==> src/rtl/prm_scan_pkg.sv <==
// Shared types and default sizes for the PRM edge-scan controller and its accumulator.
package prm_scan_pkg;

  typedef enum logic [1:0] {
    ST_IDLE  = 2'd0,
    ST_SCAN  = 2'd1,
    ST_DRAIN = 2'd2,
    ST_DONE  = 2'd3
  } scan_state_e;

  localparam int PRM_CODE_W    = 15;
  localparam int PRM_NUM_EDGES = 16;
  localparam int PRM_CNT_W     = 16;

endpackage

==> src/rtl/prm_edge_scan_ctrl_if.sv <==
// Scan control, obstacle stream, checker bank and result handshake of the edge-scan controller.
interface prm_edge_scan_ctrl_if #(
  parameter int NUM_EDGES = 16,
  parameter int CODE_W    = 15,
  parameter int CNT_W     = 16
);
  logic                 start;
  logic                 busy;
  logic                 obs_valid;
  logic                 obs_ready;
  logic [CODE_W-1:0]    obs_code;
  logic                 obs_last;
  logic [CODE_W-1:0]    chk_code;
  logic [NUM_EDGES-1:0] chk_mask;
  logic                 res_valid;
  logic                 res_ready;
  logic [NUM_EDGES-1:0] res_blocked;
  logic [CNT_W-1:0]     res_count;

  modport master (
    output start, obs_valid, obs_code, obs_last, chk_mask, res_ready,
    input  busy, obs_ready, chk_code, res_valid, res_blocked, res_count
  );

  modport slave (
    input  start, obs_valid, obs_code, obs_last, chk_mask, res_ready,
    output busy, obs_ready, chk_code, res_valid, res_blocked, res_count
  );
endinterface

==> src/rtl/prm_scan_accum.sv <==
// Checker input register, one-deep stage flag, blocked-edge OR accumulator and saturating code counter.
module prm_scan_accum
  import prm_scan_pkg::*;
#(
  parameter int NUM_EDGES = PRM_NUM_EDGES,
  parameter int CODE_W    = PRM_CODE_W,
  parameter int CNT_W     = PRM_CNT_W
) (
  input  logic                 clk,
  input  logic                 rst,
  input  logic                 clr,
  input  logic                 take,
  input  logic [CODE_W-1:0]    code,
  input  logic                 last,
  input  logic [NUM_EDGES-1:0] chk_mask,
  output logic [CODE_W-1:0]    chk_code,
  output logic                 stage_v,
  output logic                 stage_last,
  output logic [NUM_EDGES-1:0] blocked,
  output logic [CNT_W-1:0]     count
);

  always_ff @(posedge clk) begin
    if (rst) begin
      chk_code   <= '0;
      stage_v    <= 1'b0;
      stage_last <= 1'b0;
      blocked    <= '0;
      count      <= '0;
    end else begin
      // chk_mask reflects the code registered on the previous edge
      if (clr) begin
        blocked <= '0;
      end else if (stage_v) begin
        blocked <= blocked | chk_mask;
      end

      if (clr) begin
        count <= '0;
      end else if (take && count != {CNT_W{1'b1}}) begin
        count <= count + 1'b1;
      end

      if (take) begin
        chk_code   <= code;
        stage_v    <= 1'b1;
        stage_last <= last;
      end else begin
        stage_v    <= 1'b0;
      end
    end
  end

endmodule

==> src/rtl/prm_edge_scan_ctrl.sv <==
// Streams obstacle codes through the external edge-checker bank and returns one blocked-edge mask per scan.
// Optional PRM_EARLY_EXIT_EN: once every edge is blocked, remaining codes are swallowed without staging.
module prm_edge_scan_ctrl
  import prm_scan_pkg::*;
#(
  parameter int NUM_EDGES = PRM_NUM_EDGES,
  parameter int CODE_W    = PRM_CODE_W,
  parameter int CNT_W     = PRM_CNT_W
) (
  input  logic                   clk,
  input  logic                   rst,
  prm_edge_scan_ctrl_if.slave    bus
);

  localparam logic [1:0] IDLE  = ST_IDLE;
  localparam logic [1:0] SCAN  = ST_SCAN;
  localparam logic [1:0] DRAIN = ST_DRAIN;
  localparam logic [1:0] DONE  = ST_DONE;

  logic [1:0]           state;
  logic                 obs_ready;
  logic                 hs;
  logic                 take;
  logic                 discard;
  logic                 clr;
  logic                 stage_v;
  logic                 stage_last;
  logic [NUM_EDGES-1:0] blocked;

  assign obs_ready = (state == SCAN);
  assign hs        = bus.obs_valid & obs_ready;
  assign clr       = (state == IDLE) & bus.start;

`ifdef PRM_EARLY_EXIT_EN
  // Include the mask still in the stage so the code right after the last missing edge is dropped.
  assign discard = &(blocked | (stage_v ? bus.chk_mask : '0));
`else
  assign discard = 1'b0;
`endif

  assign take = hs & ~discard;

  always_ff @(posedge clk) begin
    if (rst) begin
      state <= IDLE;
    end else begin
      case (state)
        IDLE:    if (bus.start) state <= SCAN;
        SCAN:    if (hs && bus.obs_last) state <= DRAIN;
        // A staged code here is the stream tail; an empty stage means the tail was discarded.
        DRAIN:   if (!stage_v || stage_last) state <= DONE;
        DONE:    if (bus.res_ready) state <= IDLE;
        default: state <= IDLE;
      endcase
    end
  end

  prm_scan_accum #(
    .NUM_EDGES (NUM_EDGES),
    .CODE_W    (CODE_W),
    .CNT_W     (CNT_W)
  ) u_accum (
    .clk        (clk),
    .rst        (rst),
    .clr        (clr),
    .take       (take),
    .code       (bus.obs_code),
    .last       (bus.obs_last),
    .chk_mask   (bus.chk_mask),
    .chk_code   (bus.chk_code),
    .stage_v    (stage_v),
    .stage_last (stage_last),
    .blocked    (blocked),
    .count      (bus.res_count)
  );

  assign bus.busy        = (state != IDLE);
  assign bus.obs_ready   = obs_ready;
  assign bus.res_valid   = (state == DONE);
  assign bus.res_blocked = blocked;

endmodule
==> src/flat_wrapper.sv <==
// flat-port wrapper written by rule: the top's interface ports become plain ports
module prm_edge_scan_ctrl_flat import prm_scan_pkg::*;
#(
  parameter int NUM_EDGES = PRM_NUM_EDGES,
  parameter int CODE_W    = PRM_CODE_W,
  parameter int CNT_W     = PRM_CNT_W
)
  (clk, rst, bus_start, bus_obs_valid, bus_obs_code, bus_obs_last, bus_chk_mask, bus_res_ready, bus_busy, bus_obs_ready, bus_chk_code, bus_res_valid, bus_res_blocked, bus_res_count);
  prm_edge_scan_ctrl_if #(.NUM_EDGES(NUM_EDGES), .CODE_W(CODE_W), .CNT_W(CNT_W)) bus_i ();
  input  logic clk;
  input  logic rst;
  input wire logic [$bits(bus_i.start)-1:0] bus_start;
  input wire logic [$bits(bus_i.obs_valid)-1:0] bus_obs_valid;
  input wire logic [$bits(bus_i.obs_code)-1:0] bus_obs_code;
  input wire logic [$bits(bus_i.obs_last)-1:0] bus_obs_last;
  input wire logic [$bits(bus_i.chk_mask)-1:0] bus_chk_mask;
  input wire logic [$bits(bus_i.res_ready)-1:0] bus_res_ready;
  output wire logic [$bits(bus_i.busy)-1:0] bus_busy;
  output wire logic [$bits(bus_i.obs_ready)-1:0] bus_obs_ready;
  output wire logic [$bits(bus_i.chk_code)-1:0] bus_chk_code;
  output wire logic [$bits(bus_i.res_valid)-1:0] bus_res_valid;
  output wire logic [$bits(bus_i.res_blocked)-1:0] bus_res_blocked;
  output wire logic [$bits(bus_i.res_count)-1:0] bus_res_count;
  assign bus_i.start = bus_start;
  assign bus_i.obs_valid = bus_obs_valid;
  assign bus_i.obs_code = bus_obs_code;
  assign bus_i.obs_last = bus_obs_last;
  assign bus_i.chk_mask = bus_chk_mask;
  assign bus_i.res_ready = bus_res_ready;
  assign bus_busy = bus_i.busy;
  assign bus_obs_ready = bus_i.obs_ready;
  assign bus_chk_code = bus_i.chk_code;
  assign bus_res_valid = bus_i.res_valid;
  assign bus_res_blocked = bus_i.res_blocked;
  assign bus_res_count = bus_i.res_count;
  prm_edge_scan_ctrl #(.NUM_EDGES(NUM_EDGES), .CODE_W(CODE_W), .CNT_W(CNT_W)) u_core (.clk(clk), .rst(rst), .bus(bus_i));
endmodule
==> config.mk <==
export PLATFORM = sky130hd
export DESIGN_NAME = prm_edge_scan_ctrl_flat
export DESIGN_NICKNAME = d
export VERILOG_FILES = /design/src/rtl/prm_scan_pkg.sv /design/src/rtl/prm_edge_scan_ctrl_if.sv /design/src/rtl/prm_scan_accum.sv /design/src/rtl/prm_edge_scan_ctrl.sv /design/src/flat_wrapper.sv
export SDC_FILE = /design/constraint.sdc
export NUM_CORES = 1
export LEC_CHECK = 0
export CAP_MARGIN = 20
export CORE_MARGIN = 3
export CORE_UTILIZATION = 46
export CTS_CLUSTER_SIZE = 40
export DETAILED_ROUTE_END_ITERATION = 12
export PLACE_DENSITY_LB_ADDON = 0.25
export SYNTH_ARGS = -nofsm -noshare
export SYNTH_HDL_FRONTEND = slang
export SYNTH_HIERARCHICAL = 1
export SYNTH_SLANG_ARGS = --single-unit
==> constraint.sdc <==
create_clock -name clk -period 2.95 [get_ports clk]
set_input_delay 0.59 -clock clk [delete_from_list [all_inputs] [get_ports clk]]
set_output_delay 0.59 -clock clk [all_outputs]
set_load 0.05 [all_outputs]
# After elaboration in Yosys (flattened, before gate mapping)
# Index checks and enable logic that the tools add are counted.
[totals]
word_cells = 32
output_inout_bits = 50
register_bits = 51
inputBits = 37
[classes]
mux = 6
n_reduce_logical = 8
n_eq_ne = 8
addsub = 1
n_bitwise = 3
[op_table]
columns = ["cell", "count"]
rows = [
  ["adder 16 x 1 -> 16 bit, second input constant", 1],
  ["inequality test 16 bit, second input constant", 1],
  ["bitwise OR 16 bit", 1],
  ["2-to-1 mux 2 bit", 4],
  ["one-hot mux 2 bit (4 select lines)", 1],
  ["inequality test 2 bit, second input constant", 3],
  ["== test 2 bit, second input constant", 2],
  ["AND reduction 4 bit", 1],
  ["AND 1 bit", 2],
  ["== test 2 x 1 -> 1 bit, second input constant", 1],
  ["logical AND 1 bit", 2],
  ["logical NOT 2 bit", 1],
  ["inequality test 2 x 1 -> 1 bit, second input constant", 1],
  ["nonzero test 2 bit", 1],
  ["OR reduction 2 bit", 1],
  ["logical NOT 1 bit", 1],
  ["logical OR 1 bit", 1],
  ["2-to-1 mux 1 bit", 1],
]

# Longest topological paths before layout
# Gate-level depths: netlist of the first run.
[depth]
ltp_word = 5
depth_mapped = 8

# By module
# The synthesis of the first run kept the hierarchy.
[modules_own_cells]
columns = ["module", "cells_per_inst", "instances", "area_per_inst_um2", "seq_area_each_um2"]
rows = [
  ["prm_scan_accum", 209, 1, 1930.6, 980.9],
  ["prm_edge_scan_ctrl", 21, 1, 191.4, 40.0],
]

# Least setup slack after synthesis of the first run
# Ideal clock, no wire load.
[synth_timing]
path_kind = "reg-to-reg"
start = "reg u_core.state[1]"
end = "reg u_core.u_accum.count[0]"
setup_slack_ps = 939
required_time_ps = 2880
arrival_ps = 1940
path_buffers = 1
path_stages_with_launch = 8
setup_time_ps = 70
cell_sequence = "dfxtp_1 inv_1 ha_1 and2_1 buf_2 inv_1 or3_1 a21oi_1"
[synth_via]
elab_chain_len = 3
elab_cells_between_ends = 6
cone_classes = "eq/ne: 1; bitwise: 2; reduce/logical: 3"
[synth_rtl]
columns = ["item", "line", "source"]
rows = [
  ["start: declaration", "prm_edge_scan_ctrl.sv:20", "logic [1:0] state;"],
  ["start signal: assignment", "prm_edge_scan_ctrl.sv:45", "state <= IDLE;"],
  ["start signal: assignment", "prm_edge_scan_ctrl.sv:48", "IDLE: if (bus.start) state <= SCAN;"],
  ["start signal: assignment", "prm_edge_scan_ctrl.sv:49", "SCAN: if (hs && bus.obs_last) state <= DRAIN;"],
  ["== test 2 x 1 -> 1 bit", "prm_edge_scan_ctrl.sv:30", "assign obs_ready = (state == SCAN);"],
  ["net bus_obs_ready", "flat_wrapper.sv:19", "output wire logic [$bits(bus_i.obs_ready)-1:0] bus_obs_ready;"],
  ["AND 1 bit", "prm_edge_scan_ctrl.sv:31", "assign hs = bus.obs_valid & obs_ready;"],
  ["net u_core.hs", "prm_edge_scan_ctrl.sv:22", "logic hs;"],
  ["logical AND 1 bit", "prm_scan_accum.sv:40", "end else if (take && count != {CNT_W{1'b1}}) begin"],
  ["end signal: assignment", "prm_scan_accum.sv:41", "count <= count + 1'b1;"],
  ["end: declaration", "prm_scan_accum.sv:20", "output logic [CNT_W-1:0] count"],
]
# The timed path passes the listed nets, and every way through them passes these cells.
# A chain may end at the register's enable or synchronous reset.

# Worst setup path after layout of the first run
[layout_timing]
start = "reg u_core.state[0]"
end = "out bus_busy"
[layout_via]
elab_chain_len = 1
[layout_rtl]
columns = ["item", "line", "source"]
rows = [
  ["nonzero test 2 bit", "prm_edge_scan_ctrl.sv:77", "assign bus.busy = (state != IDLE);"],
  ["end: declaration", "flat_wrapper.sv:18", "output wire logic [$bits(bus_i.busy)-1:0] bus_busy;"],
]
# Every way passes these cells.

==> results of run 1 <==
placed cells by master (no fill, tap or decap), drive strengths merged, types with 2 or more instances in the layout:
master,instances
nand4,9
nand3,4
and2,3
nor2,39
nand2b,2
clkdlybuf4s50,86
mux2i,21
nor4,2
or3,5
o31ai,3
a21oi,26
o21ai,5
nand2,11
ha,5
a211oi,2
buf,3
or4,2
and4,3
inv,7
dfxtp,51
clkbuf,6
nor3,4
logic make-up (layout without fill, tap and decap cells):
logic type	count (synthesis)	count (layout)	share of synthesized area, %
flip-flops	51	51	48.11
AO/OA/AOI/OAI	45	45	12.97
buffers and inverters	18	104	4.422
AND/OR/NAND/NOR	90	90	21.64
adder cells (fa/ha/maj)	5	5	2.948
multiplexers	21	21	9.906
registers in the layout, summed over array words and instances, names as in the netlist:
signal	cells
u_core/u_accum/blocked	16
u_core/u_accum/count	16
u_core/u_accum/chk_code	15
u_core/state	2
u_core/u_accum/stage_last	1
u_core/u_accum/stage_v	1
worst min path at each step:
stage | cells past startpoint | end | slack [ps] | start
finish | 2 | u_core/u_accum/blocked[2] | 470 | u_core/u_accum/blocked[2]
detailed placement | 2 | u_core/u_accum/blocked[5] | 450 | u_core/u_accum/blocked[5]
global placement | 2 | u_core/u_accum/blocked[5] | 450 | u_core/u_accum/blocked[5]
CTS | 2 | u_core/u_accum/blocked[2] | 480 | u_core/u_accum/blocked[2]
floorplan | 2 | u_core/u_accum/stage_last | 450 | u_core/u_accum/stage_last
global route | 2 | u_core/u_accum/blocked[2] | 500 | u_core/u_accum/blocked[2]
metrics by stage:
stage / instances / utilization [%]
6_report: 368 / 69.95
5_1_grt: 368 / 69.95
4_1_cts: 368 / 69.95
3_5_place_dp: 360 / 68.03
3_3_place_gp: 360 / 68.03
2_1_floorplan: 230 / -
worst min-delay path: stages, from the launching register on:
cell                      delay [ps]
sky130_fd_sc_hd__dfxtp_1         330
sky130_fd_sc_hd__a21oi_1          40
sky130_fd_sc_hd__nor2_1           60
power groups by stage:
stage / Combinational, mW / Sequential (mW) / Clock (mW)
detailed placement: 0.649 / 0.805 / 0
CTS: 0.652 / 0.790 / 0.403
finish: 0.648 / 0.790 / 0.394
global placement: 0.639 / 0.801 / 0
global route: 0.687 / 0.797 / 0.435
floorplan: 0.304 / 0.929 / 0
routing by layer:
metal / share of wire [%] / wire [um]
met1: 44 / 2324
met2: 48 / 2506
met3: 6.9 / 363
met4: 0.80 / 42
met5: 0 / 0
layout make-up:
cell class	count	area [um^2]	area share (%)
Clock buffer	6	72.57	2.350
Clock inverter	2	12.51	0.4052
Inverter	7	26.28	0.8509
Multi-Input combinational cell	161	1007	32.62
Sequential cell	51	1021	33.06
Tap cell	52	65.06	2.107
Timing Repair Buffer	89	883.3	28.61
==> results.md, run 1 <==
Clock tree:
- The maximum clock path buffer count is 2.
- In this run the number of H-tree levels came out at 2.
- CTS saw 51 sinks.
- The root buffer cell is sky130_fd_sc_hd__clkbuf_8.
- The later pin in the worst-skew pair is clocked with a latency of 300 ps.
- TritonCTS created 5 clock buffers.
- The number of gates resized after CTS was 0.
- The CTS tree is yes.
- The number of buffers inserted by hold repair at cts is 0.
- Post-CTS timing repair inserted 0 buffers for setup.
- Clock-pin slew was measured on the worst setup and hold paths at approximately 90 ps.

STA:
- The clock arrives with 3.992 ps of skew.
- For the pin with the worst max-slew slack, the measured transition is 621.9 ps.
- Counting I/O delays and the setup requirement, the final critical path takes 2433 ps.
- The share of the clock period used by the worst path is ~82%.
- The worst path setup slack after routing is about 520 ps.
- The number of pins with negative max-slew slack in the final report is 0.
- The final setup violation count is 0.
- The highest clock rate is 0.4109 GHz.
- The aggregate negative setup slack is 0 ps.
- Setup repair after global routing left no endpoint under its margin.
- The count of final hold-check violations is 0.
- Measured against its own limit, the worst slew margin works out to 58.49%.
- On the final layout, the worst hold slack is 470.0 ps.

Floorplan:
- The starting density of the core is around half.
- The floorplan step defined a die boundary enclosing 5464 um^2.
- The number of placement rows is 24.
- The area of the core is 4414 um^2.
- The width of the die is about 74 um.
- For this design the top-level I/O count stands at 87.
- Measured along the y axis, the die boundary spans 73.92 um.

Critical path:
- The classification of the worst setup path is reg2out.
- Walking the worst path, the cells encountered are inv_1 -> ha_1 -> inv_1 -> clkdlybuf4s50_1.
- On the critical path the largest part of the delay comes from buffers and inverters.
- The depth of the worst register-to-register path is 7.
- The most critical setup path has its startpoint at u_core/state[0].
- The largest individual stage delay along the critical path comes from the cell sky130_fd_sc_hd__clkdlybuf4s50_1.
- The endpoint of the lowest-slack register-to-register path is u_core/u_accum/count[15].
- The cell repeated most along the worst path is sky130_fd_sc_hd__inv_1.
- The kind of end point of the critical path is an output port.
- The count of buffer and inverter cells on the critical path is 3.
- The critical register-to-register path startpoint is u_core/state[1].
- STA classifies the critical path startpoint as a flop.
- The delay of the slowest cell on the worst path is 790 ps.
- For flop-to-flop paths, the worst setup slack is roughly 1100 ps.
- STA puts the critical path data arrival time at 1840 ps.
- In this run the worst path has a maximum fanout of 4.
- For the worst setup path, the data required time is 2360 ps.
- The critical path crosses 4 cells after its start point.
- The last element of the critical path is bus_busy.

Place:
- The area after detailed placement is ~3000 um^2.
- The final estimated routing congestion in global placement is ~0.90.
- The total of buffers placed on input and output ports is between 80 and 90.
- The wire-length estimate of the detail-placed layout is 3877 um.
- Before CTS, the worst setup slack after placement is between 700 and 800 ps.

Route:
- The final routed DRC violation total is 0.
- The routed wire length is 5237 um.
- The first detailed-routing pass ran for 5 iterations.
- The routed layout has approximately 2,000 vias.
- In the final routed layout, each cell accounts on average for 14.23 um.
- After the first detailed-routing iteration, the DRC count stood at between 60 and 70.
- The via-per-instance ratio is 5.288.
- The remaining antenna violation count after routing is 0.

Yosys:
- The area share of the leading cell type in the synthesized netlist is 48.11%.
- The post-synthesis cell type with the largest combined area is sky130_fd_sc_hd__dfxtp_1.
- Dividing the synthesized area by the synthesized cell count gives 9.226 um^2.
- The most common cell in the synthesized netlist is sky130_fd_sc_hd__dfxtp_1.
- The count of different cell masters after synthesis is 43.
- The number of nets in the synthesized netlist is 272.
- The commonest cells after synthesis are sky130_fd_sc_hd__dfxtp_1 (51), sky130_fd_sc_hd__nor2_1 (39), sky130_fd_sc_hd__a21oi_1 (26).
- Synthesis inferred 51 register bits.
- The synthesized netlist cell count is 230.
- The most used flip-flop cell after synthesis is sky130_fd_sc_hd__dfxtp_1.
- During synthesis, Yosys emitted a total of 6 warnings.
- For this run, the register share of the synthesized area comes to about 48%.
- After synthesis, the cell types taking the most area are sky130_fd_sc_hd__dfxtp_1 (48%), sky130_fd_sc_hd__mux2i_1 (9.9%), sky130_fd_sc_hd__nor2_1 (6.9%), sky130_fd_sc_hd__a21oi_1 (6.1%), sky130_fd_sc_hd__ha_1 (2.9%).
- Yosys mapped a number of flops with a built-in enable equal to 0.
- The mapped cell area is 2122 um^2.
- Counting flops with an async set or reset pin after synthesis yields a share of 0%.

Power:
- The design draws 1.832 mW.
- The part of the power in combinational logic is 35.4%.
- In this run the power spent charging and discharging nets is 0.6694 mW.
- The clock network accounts for 21.5% of the total power.
- The sequential share of power is 43.1%.
- The internal portion of total power is 1.163 mW.
- For this design the static power due to leakage is 1.104 nW.
- The power density of the placed cells is 593.3 nW/um^2.
- The peak supply drop is 310.4 uV.
- The switching portion of total power is 36.53%.

Global route:
- The via count of the first global-routing pass came to 1,831.
- The initial antenna violation count is 0.
- The sum of overflow across all layers after global routing is 0.
- In this run the most used layer during global routing was met2.
- In the global route stage, overall resource usage came out at 18.91%.
- The wire length of the first global-routing pass is 8224 um.
- Entering global routing, the biggest net connects 30 pins.
- For this run, global-route usage on met3 was measured as 6.156%.
- The global-route met1 utilization is about a quarter.
- The met2 routing resource usage after global routing is between 30% and 40%.

Layout:
- The filler cells instantiated in the layout total 387.
- The area added between synthesis and finish is 45.52%.
- For this run, the post-layout net count is 357.
- Cells with a size suffix above 1 make up 4.747% of the layout.
- The number of inserted diodes is 0.
- The total non-filler cell area in the finished layout is ~3100 um^2.

Run status:
- The flow ran to the end, and the final reports show no timing, DRC or antenna violations.

Worst hold path:
- The type of the most critical hold path is reg2reg.

Flow run:
- The tool flagged a number of max-cap violations equal to 0.
(Power assumes the default switching activity.)
==> inputs of run 2 (changes only) <==
CORE_UTILIZATION = 42   (was 46)
clock period = 2.53 ns   (was 2.95 ns; I/O delays follow)
==> run 2 against run 1 <==
  * Sequential cell count stayed put
  * First-iteration DRC count is 25% higher
  * Routed wire length is 0.31% lower
  * Clock-buffer cell count stayed put
  * Register-to-register slack worse by 410 ps
  * Clock skew is 1.5 ps higher
  * Global-route usage is 0.96 points lower
  * Non-clock buffer count is 1 higher
  * Worst hold slack better by 2.7 ps
  * Sequential share of layout area is 0.28 points lower
  * Worst setup slack worse by 380 ps
  * Final cell count is 4.3% higher
  * Highest routed layer unchanged
==> results.md, run 2 (synthesis gave the netlist of run 1 again) <==
Floorplan:
- The area of the core is 4817 um^2 (was 4414 um^2).
- The count of pins on the block boundary is 87 (unchanged).
- The total die area is 5941 um^2 (was 5464 um^2).
- The starting density of the core is 44.05% (was 48.07%).
- The die height is 77.08 um (was 73.92 um).
- The number of placement rows was 25 (was 24).
- The width of the die was 77.08 um (was 73.92 um).

Global route:
- The total global-route track usage was 17.96% (was 18.91%).
- The wire length of the first global-routing pass is 8728 um (was 8224 um).
- The sum of overflow across all layers after global routing was 0 (unchanged).
- The maximum number of pins on one net before global-route repair is 30 (unchanged).
- The initial antenna violation count is 0 (unchanged).
- The via count of the first global-routing pass is 1,903 (was 1,831).

Route:
- The routed wire length came to 5221 um (was 5237 um).
- The number of optimization iterations in the first detailed-route pass came to 4 (was 5).
- The via-per-instance ratio was 5.102 (was 5.288).
- The via count is 1,959 (was 1,946).
- The number of violations reported at the end of detailed-routing iteration 0 is 86 (was 69).
- The final routed DRC violation total is 0 (unchanged).
- The remaining antenna violation count after routing is 0 (unchanged).
- The routed length per instance came to 13.60 um (was 14.23 um).

Power:
- The power density of the placed cells came to 683.5 nW/um^2 (was 593.3 nW/um^2).
- The leakage dissipation is 1.110 nW (was 1.104 nW).
- The peak supply drop was 414.5 uV (was 310.4 uV).
- The total power is 2.129 mW (was 1.832 mW).

STA:
- The normalized max-slew margin was 55.66% (was 58.49%).
- The aggregate negative setup slack came to 0 ps (unchanged).
- The final hold slack came to 472.6 ps (was 470.0 ps).
- The worst-case clock skew is 5.469 ps (was 3.992 ps).
- The minimum period implied by the final worst setup slack is 2394 ps.
- The count of final hold-check violations is 0 (unchanged).
- The transition time at the pin with the least slew margin was 659.5 ps (was 621.9 ps).
- The highest clock rate is 0.4176 GHz.
- The final setup violation count is 0 (unchanged).
- RSZ-0062 raised after global routing: false (unchanged).
- The worst path setup slack after routing is 135.6 ps (was 516.5 ps).
- The worst path uses 94.64% of the clock period.
- The number of pins with negative max-slew slack in the final report is 0 (unchanged).

Clock tree:
- The post-CTS setup-driven buffer insertion count is 0 (unchanged).
- The post-cts repair resize count is 0 (unchanged).
- The CTS tree was yes (unchanged).
- The number of buffers inserted by hold repair at cts came to 0 (unchanged).
- The CTS clock-pin slew for the worst setup and hold paths is 90 ps (about the same).
- The maximum level of the CTS H-tree is 2 (unchanged).
- The number of sinks handled by clock tree synthesis is 51 (unchanged).
- The root buffer cell is sky130_fd_sc_hd__clkbuf_8 (unchanged).
- The maximum clock path buffer count is 2 (unchanged).
- The number of clock buffers inserted by TritonCTS is 5 (unchanged).
- The clock latency reported for the late side of the worst-skew pair is 300 ps (about the same).

Run status:
- Run status: completed (unchanged).

Critical path:
- The delay of the slowest cell on the worst path is 810 ps (was 790 ps).
- The maximum net fanout on the critical path is 4 (unchanged).
- The cell repeated most along the worst path is sky130_fd_sc_hd__inv_1 (unchanged).
- The data required time at the worst endpoint came to 2020 ps (was 2360 ps).
- The slowest cell on the critical path is sky130_fd_sc_hd__clkdlybuf4s50_1 (unchanged).
- The kind of end point of the critical path is an output port (unchanged).
- Cell Chain, Critical Path: inv_1 -> ha_1 -> inv_1 -> clkdlybuf4s50_1 (unchanged).
- The classification of the worst setup path was reg2out (unchanged).
- The data arrival time at the worst-slack endpoint came to 1890 ps (was 1840 ps).
- The type of origin of the critical path is a flop (unchanged).

Layout:
- The total non-filler cell area in the finished layout is 3114 um^2 (was 3088 um^2).
- Largest regs: u_core/u_accum/blocked: 16 flops, u_core/u_accum/count: 16 flops, u_core/u_accum/chk_code: 15 flops (unchanged).
- The share of cells above drive strength 1 is 5.047% (was 4.747%).
- The final net count is 358 (was 357).
- Commonest cells after routing, fill and taps aside: sky130_fd_sc_hd__clkdlybuf4s50_1 (86), sky130_fd_sc_hd__dfxtp_1 (51), sky130_fd_sc_hd__nor2_1 (39) (unchanged).
- The post-route core utilization was 64.65% (was 69.95%).
- The number of non-filler instances in the completed layout came to 384 (was 368).
- The number of inserted diodes is 0 (unchanged).
- The most common library cell in the layout ignoring fill and taps is sky130_fd_sc_hd__clkdlybuf4s50_1 (unchanged).
- The area added between synthesis and finish is 46.76% (was 45.52%).
- The number of fill cells in the layout was 411 (was 387).

Worst hold path:
- The type of the most critical hold path is reg2reg (unchanged).

Flow run:
- The number of max-cap violations is 0 (unchanged).

Place:
- The final estimated routing congestion in global placement was 0.8989 (was 0.9029).
- The instance count after placement with tap cells included is 376 (was 360).
- The half-perimeter wire length after placement is 3815 um (was 3877 um).
- The total of buffers placed on input and output ports is 86 (unchanged).
- The worst slack after detailed placement is 378.8 ps (was 726.4 ps).
- The area after detailed placement was 3029 um^2 (was 3003 um^2).
run 2: changes by cell type in the layout (fill, tap and decap cells not counted):
cell,change
sky130_fd_sc_hd__buf_4,+1
run 2: report_power, final:
part	internal [mW]	leakage [nW]	switching (mW)
combinational	0.293	0.656	0.457
sequential	0.868	0.413	0.0530
clock	0.194	0.0412	0.265
run 2: worst paths after layout:
path	endpoint	slack, ps	startpoint	cells past startpoint
hold / removal	u_core/u_accum/blocked[5]	470	u_core/u_accum/blocked[5]	2
hold reg to reg	u_core/u_accum/blocked[5]	470	u_core/u_accum/blocked[5]	2
setup / recovery	bus_busy	140	u_core/state[0]	4
setup reg to reg	u_core/u_accum/count[9]	680	u_core/state[0]	7
run 2: worst max-delay path, delay by kind of cell, from the launching register on:
| family | cells | cell delay [ps] |
|---|---|---|
| adders and majority gates | 1 | 240 |
| buffers and inverters | 3 | 970 |
| DFF | 1 | 380 |
run 2: final cells by class:
cell class	instances	area, um^2	area share (%)
timing repair buffer	90	890.9	28.61
clock inverter	2	12.51	0.4018
clock buffer	6	72.57	2.330
sequential	51	1021	32.78
tap	67	83.83	2.692
multi-input combinational	161	1007	32.34
inverter	7	26.28	0.8437
run 2: per-layer routing:
| metal | global-route usage [%] | vias up | part of all wire [%] |
|---|---|---|---|
| li1 | - | 989 | - |
| met3 | 5.047 | 6 | 5.8 |
| met2 | 30.66 | 57 | 49 |
| met1 | 21.71 | 907 | 44 |
| met5 | 0 | - | 0 |
| met4 | 5.872 | 0 | 1.2 |
==> inputs of run 3 (changes only) <==
RECOVER_POWER = 100   (was not set)
==> run 3 against run 2 <==
  * Combinational power down 3.5%
  * Non-clock buffer count unchanged
  * Final area is 0.24% lower
  * Sequential power about the same
  * Utilization is 0.16 points lower
  * Worst hold slack lost 2.0 ps
  * Via count increased by 0.77%
  * Clock skew is 0.66 ps lower
  * Routed wire length shrank 0.73%
  * Global-route usage unchanged
  * Worst setup slack barely moved
  * Sequential cell count unchanged
  * Critical path type unchanged
  * Largest power group unchanged
==> results.md, run 3 (synthesis gave the netlist of run 1 again) <==
Clock tree:
- The number of buffers inserted by hold repair at cts was 0 (unchanged).
- The number of sinks handled by clock tree synthesis is 51 (unchanged).
- The CTS tree is yes (unchanged).
- The root buffer cell is sky130_fd_sc_hd__clkbuf_8 (unchanged).
- The CTS clock-pin slew for the worst setup and hold paths was 90 ps (about the same).
- The post-CTS setup-driven buffer insertion count is 0 (unchanged).
- The maximum clock path buffer count was 2 (unchanged).
- The post-cts repair resize count is 0 (unchanged).
- The number of clock buffers inserted by TritonCTS is 5 (unchanged).
- The clock latency reported for the late side of the worst-skew pair came to 300 ps (about the same).
- The maximum level of the CTS H-tree is 2 (unchanged).

Layout:
- The share of cells above drive strength 1 was 4.101% (was 5.047%).
- The total non-filler cell area in the finished layout is 3107 um^2 (was 3114 um^2).
- The number of fill cells in the layout came to 411 (unchanged).
- Largest regs: u_core/u_accum/blocked: 16 flops, u_core/u_accum/count: 16 flops, u_core/u_accum/chk_code: 15 flops (unchanged).
- The most common library cell in the layout ignoring fill and taps is sky130_fd_sc_hd__dfxtp_1 (was sky130_fd_sc_hd__clkdlybuf4s50_1).
- The number of inserted diodes is 0 (unchanged).
- Commonest cells after routing, fill and taps aside: sky130_fd_sc_hd__dfxtp_1 (51), sky130_fd_sc_hd__dlygate4sd3_1 (49), sky130_fd_sc_hd__nor2_1 (39) (was sky130_fd_sc_hd__clkdlybuf4s50_1 (86), sky130_fd_sc_hd__dfxtp_1 (51), sky130_fd_sc_hd__nor2_1 (39)).
- The area added between synthesis and finish was 46.40% (was 46.76%).
- The final net count is 358 (unchanged).

Route:
- The final routed DRC violation total came to 0 (unchanged).
- The routed wire length is 5183 um (was 5221 um).
- The remaining antenna violation count after routing came to 0 (unchanged).
- The via count came to 1,974 (was 1,959).
- The routed length per instance came to 13.50 um (was 13.60 um).
- The number of violations reported at the end of detailed-routing iteration 0 came to 106 (was 86).
- The via-per-instance ratio came to 5.141 (was 5.102).
- The number of optimization iterations in the first detailed-route pass was 4 (unchanged).

Place:
- The half-perimeter wire length after placement is 3815 um (unchanged).
- The total of buffers placed on input and output ports was 86 (unchanged).
- The final estimated routing congestion in global placement is 0.8989 (unchanged).
- The area after detailed placement came to 3029 um^2 (unchanged).

Global route:
- The total global-route track usage was 17.96% (unchanged).
- The maximum number of pins on one net before global-route repair is 30 (unchanged).
- The wire length of the first global-routing pass is 8728 um (unchanged).
- The via count of the first global-routing pass is 1,903 (unchanged).
- The sum of overflow across all layers after global routing is 0 (unchanged).
- The initial antenna violation count was 0 (unchanged).

Flow run:
- The number of max-cap violations is 0 (unchanged).

Critical path:
- The maximum net fanout on the critical path was 4 (unchanged).
- The data arrival time at the worst-slack endpoint is 1890 ps (about the same).
- The type of origin of the critical path is a flop (unchanged).
- The classification of the worst setup path was reg2out (unchanged).
- The data required time at the worst endpoint was 2020 ps (about the same).
- The kind of end point of the critical path is an output port (unchanged).

STA:
- RSZ-0062 raised after global routing: false (unchanged).
- The share of the clock period used by the worst path is 94.63% (was 94.64%).
- The transition time at the pin with the least slew margin is 1049 ps (was 659.5 ps).
- The number of pins with negative max-slew slack in the final report was 0 (unchanged).
- The aggregate negative setup slack is 0 ps (unchanged).
- The normalized max-slew margin is 30.08% (was 55.66%).
- The final setup violation count is 0 (unchanged).
- The minimum period implied by the final worst setup slack was 2394 ps (about the same).
- The count of final hold-check violations is 0 (unchanged).
- The highest clock rate is 0.4177 GHz (was 0.4176 GHz).
- The worst-case clock skew came to 4.807 ps (was 5.469 ps).

Floorplan:
- The area of the core was 4817 um^2 (unchanged).
- The die height is 77.08 um (unchanged).
- The count of pins on the block boundary is 87 (unchanged).
- The total die area was 5941 um^2 (unchanged).
- The starting density of the core was 44.05% (unchanged).
- The number of placement rows is 25 (unchanged).
- The width of the die was 77.08 um (unchanged).

Power:
- The total power is 2.098 mW (was 2.129 mW).
- The power density of the placed cells is 675.3 nW/um^2 (was 683.5 nW/um^2).
- The leakage dissipation came to 1.267 nW (was 1.110 nW).
- The peak supply drop is 409.5 uV (was 414.5 uV).

Worst hold path:
- The type of the most critical hold path is reg2reg (unchanged).

Run status:
- Run status: completed (unchanged).
run 3: cell types whose count changed in the layout (fill, tap and decap cells not counted), sizes merged:
cell,before,now
clkdlybuf4s50,86,37
clkbuf,6,8
dlygate4sd3,0,49
buf,4,2
run 3: layout make-up:
class,count,area (um^2),share of cell area [%]
timing repair buffer,90,883.3,28.43
inverter,7,26.28,0.8458
clock inverter,2,12.51,0.4027
clock buffer,6,72.57,2.336
sequential,51,1021,32.86
multi-input combinational,161,1007,32.42
tap,67,83.83,2.698
run 3: routing by layer:
metal	global-route usage (%)	vias up	wire length (um)
li1	-	990	-
met1	21.71	904	2185
met2	30.66	74	2547
met3	5.047	6	386
met4	5.872	0	65
met5	0	-	0
run 3: final timing paths:
| path | endpoint | start | slack, ps | cells after the start |
|---|---|---|---|---|
| worst min-delay path | u_core/u_accum/blocked[5] | u_core/u_accum/blocked[5] | 470 | 2 |
| worst max register to register | u_core/u_accum/chk_code[0] | u_core/state[1] | 410 | 6 |
| worst max-delay path | bus_busy | u_core/state[0] | 140 | 4 |
| worst min register to register | u_core/u_accum/blocked[5] | u_core/u_accum/blocked[5] | 470 | 2 |
run 3: stage by stage:
step           worst slack (ps)  util, %  hold WS [ps]  cells
2_1_floorplan             519.3        -         452.3    230
3_3_place_gp              446.6    62.88         446.7    376
3_5_place_dp              378.8    62.88         457.6    376
4_1_cts                   120.1    64.65         477.7    384
5_1_grt                   56.60    64.49         492.9    384
6_report                  135.7    64.49         470.6    384
run 3: power by group:
group	internal, mW	leakage (nW)	switching, mW
combinational	0.267	0.813	0.456
clock	0.194	0.0412	0.263
sequential	0.868	0.413	0.0505
total	1.33	1.27	0.769
run 3: worst max-delay path, cell delays in order (launching register included):
cell and delay (ps):
sky130_fd_sc_hd__dfxtp_1 380, sky130_fd_sc_hd__inv_1 90, sky130_fd_sc_hd__ha_1 240, sky130_fd_sc_hd__inv_1 70
sky130_fd_sc_hd__clkdlybuf4s50_1 810
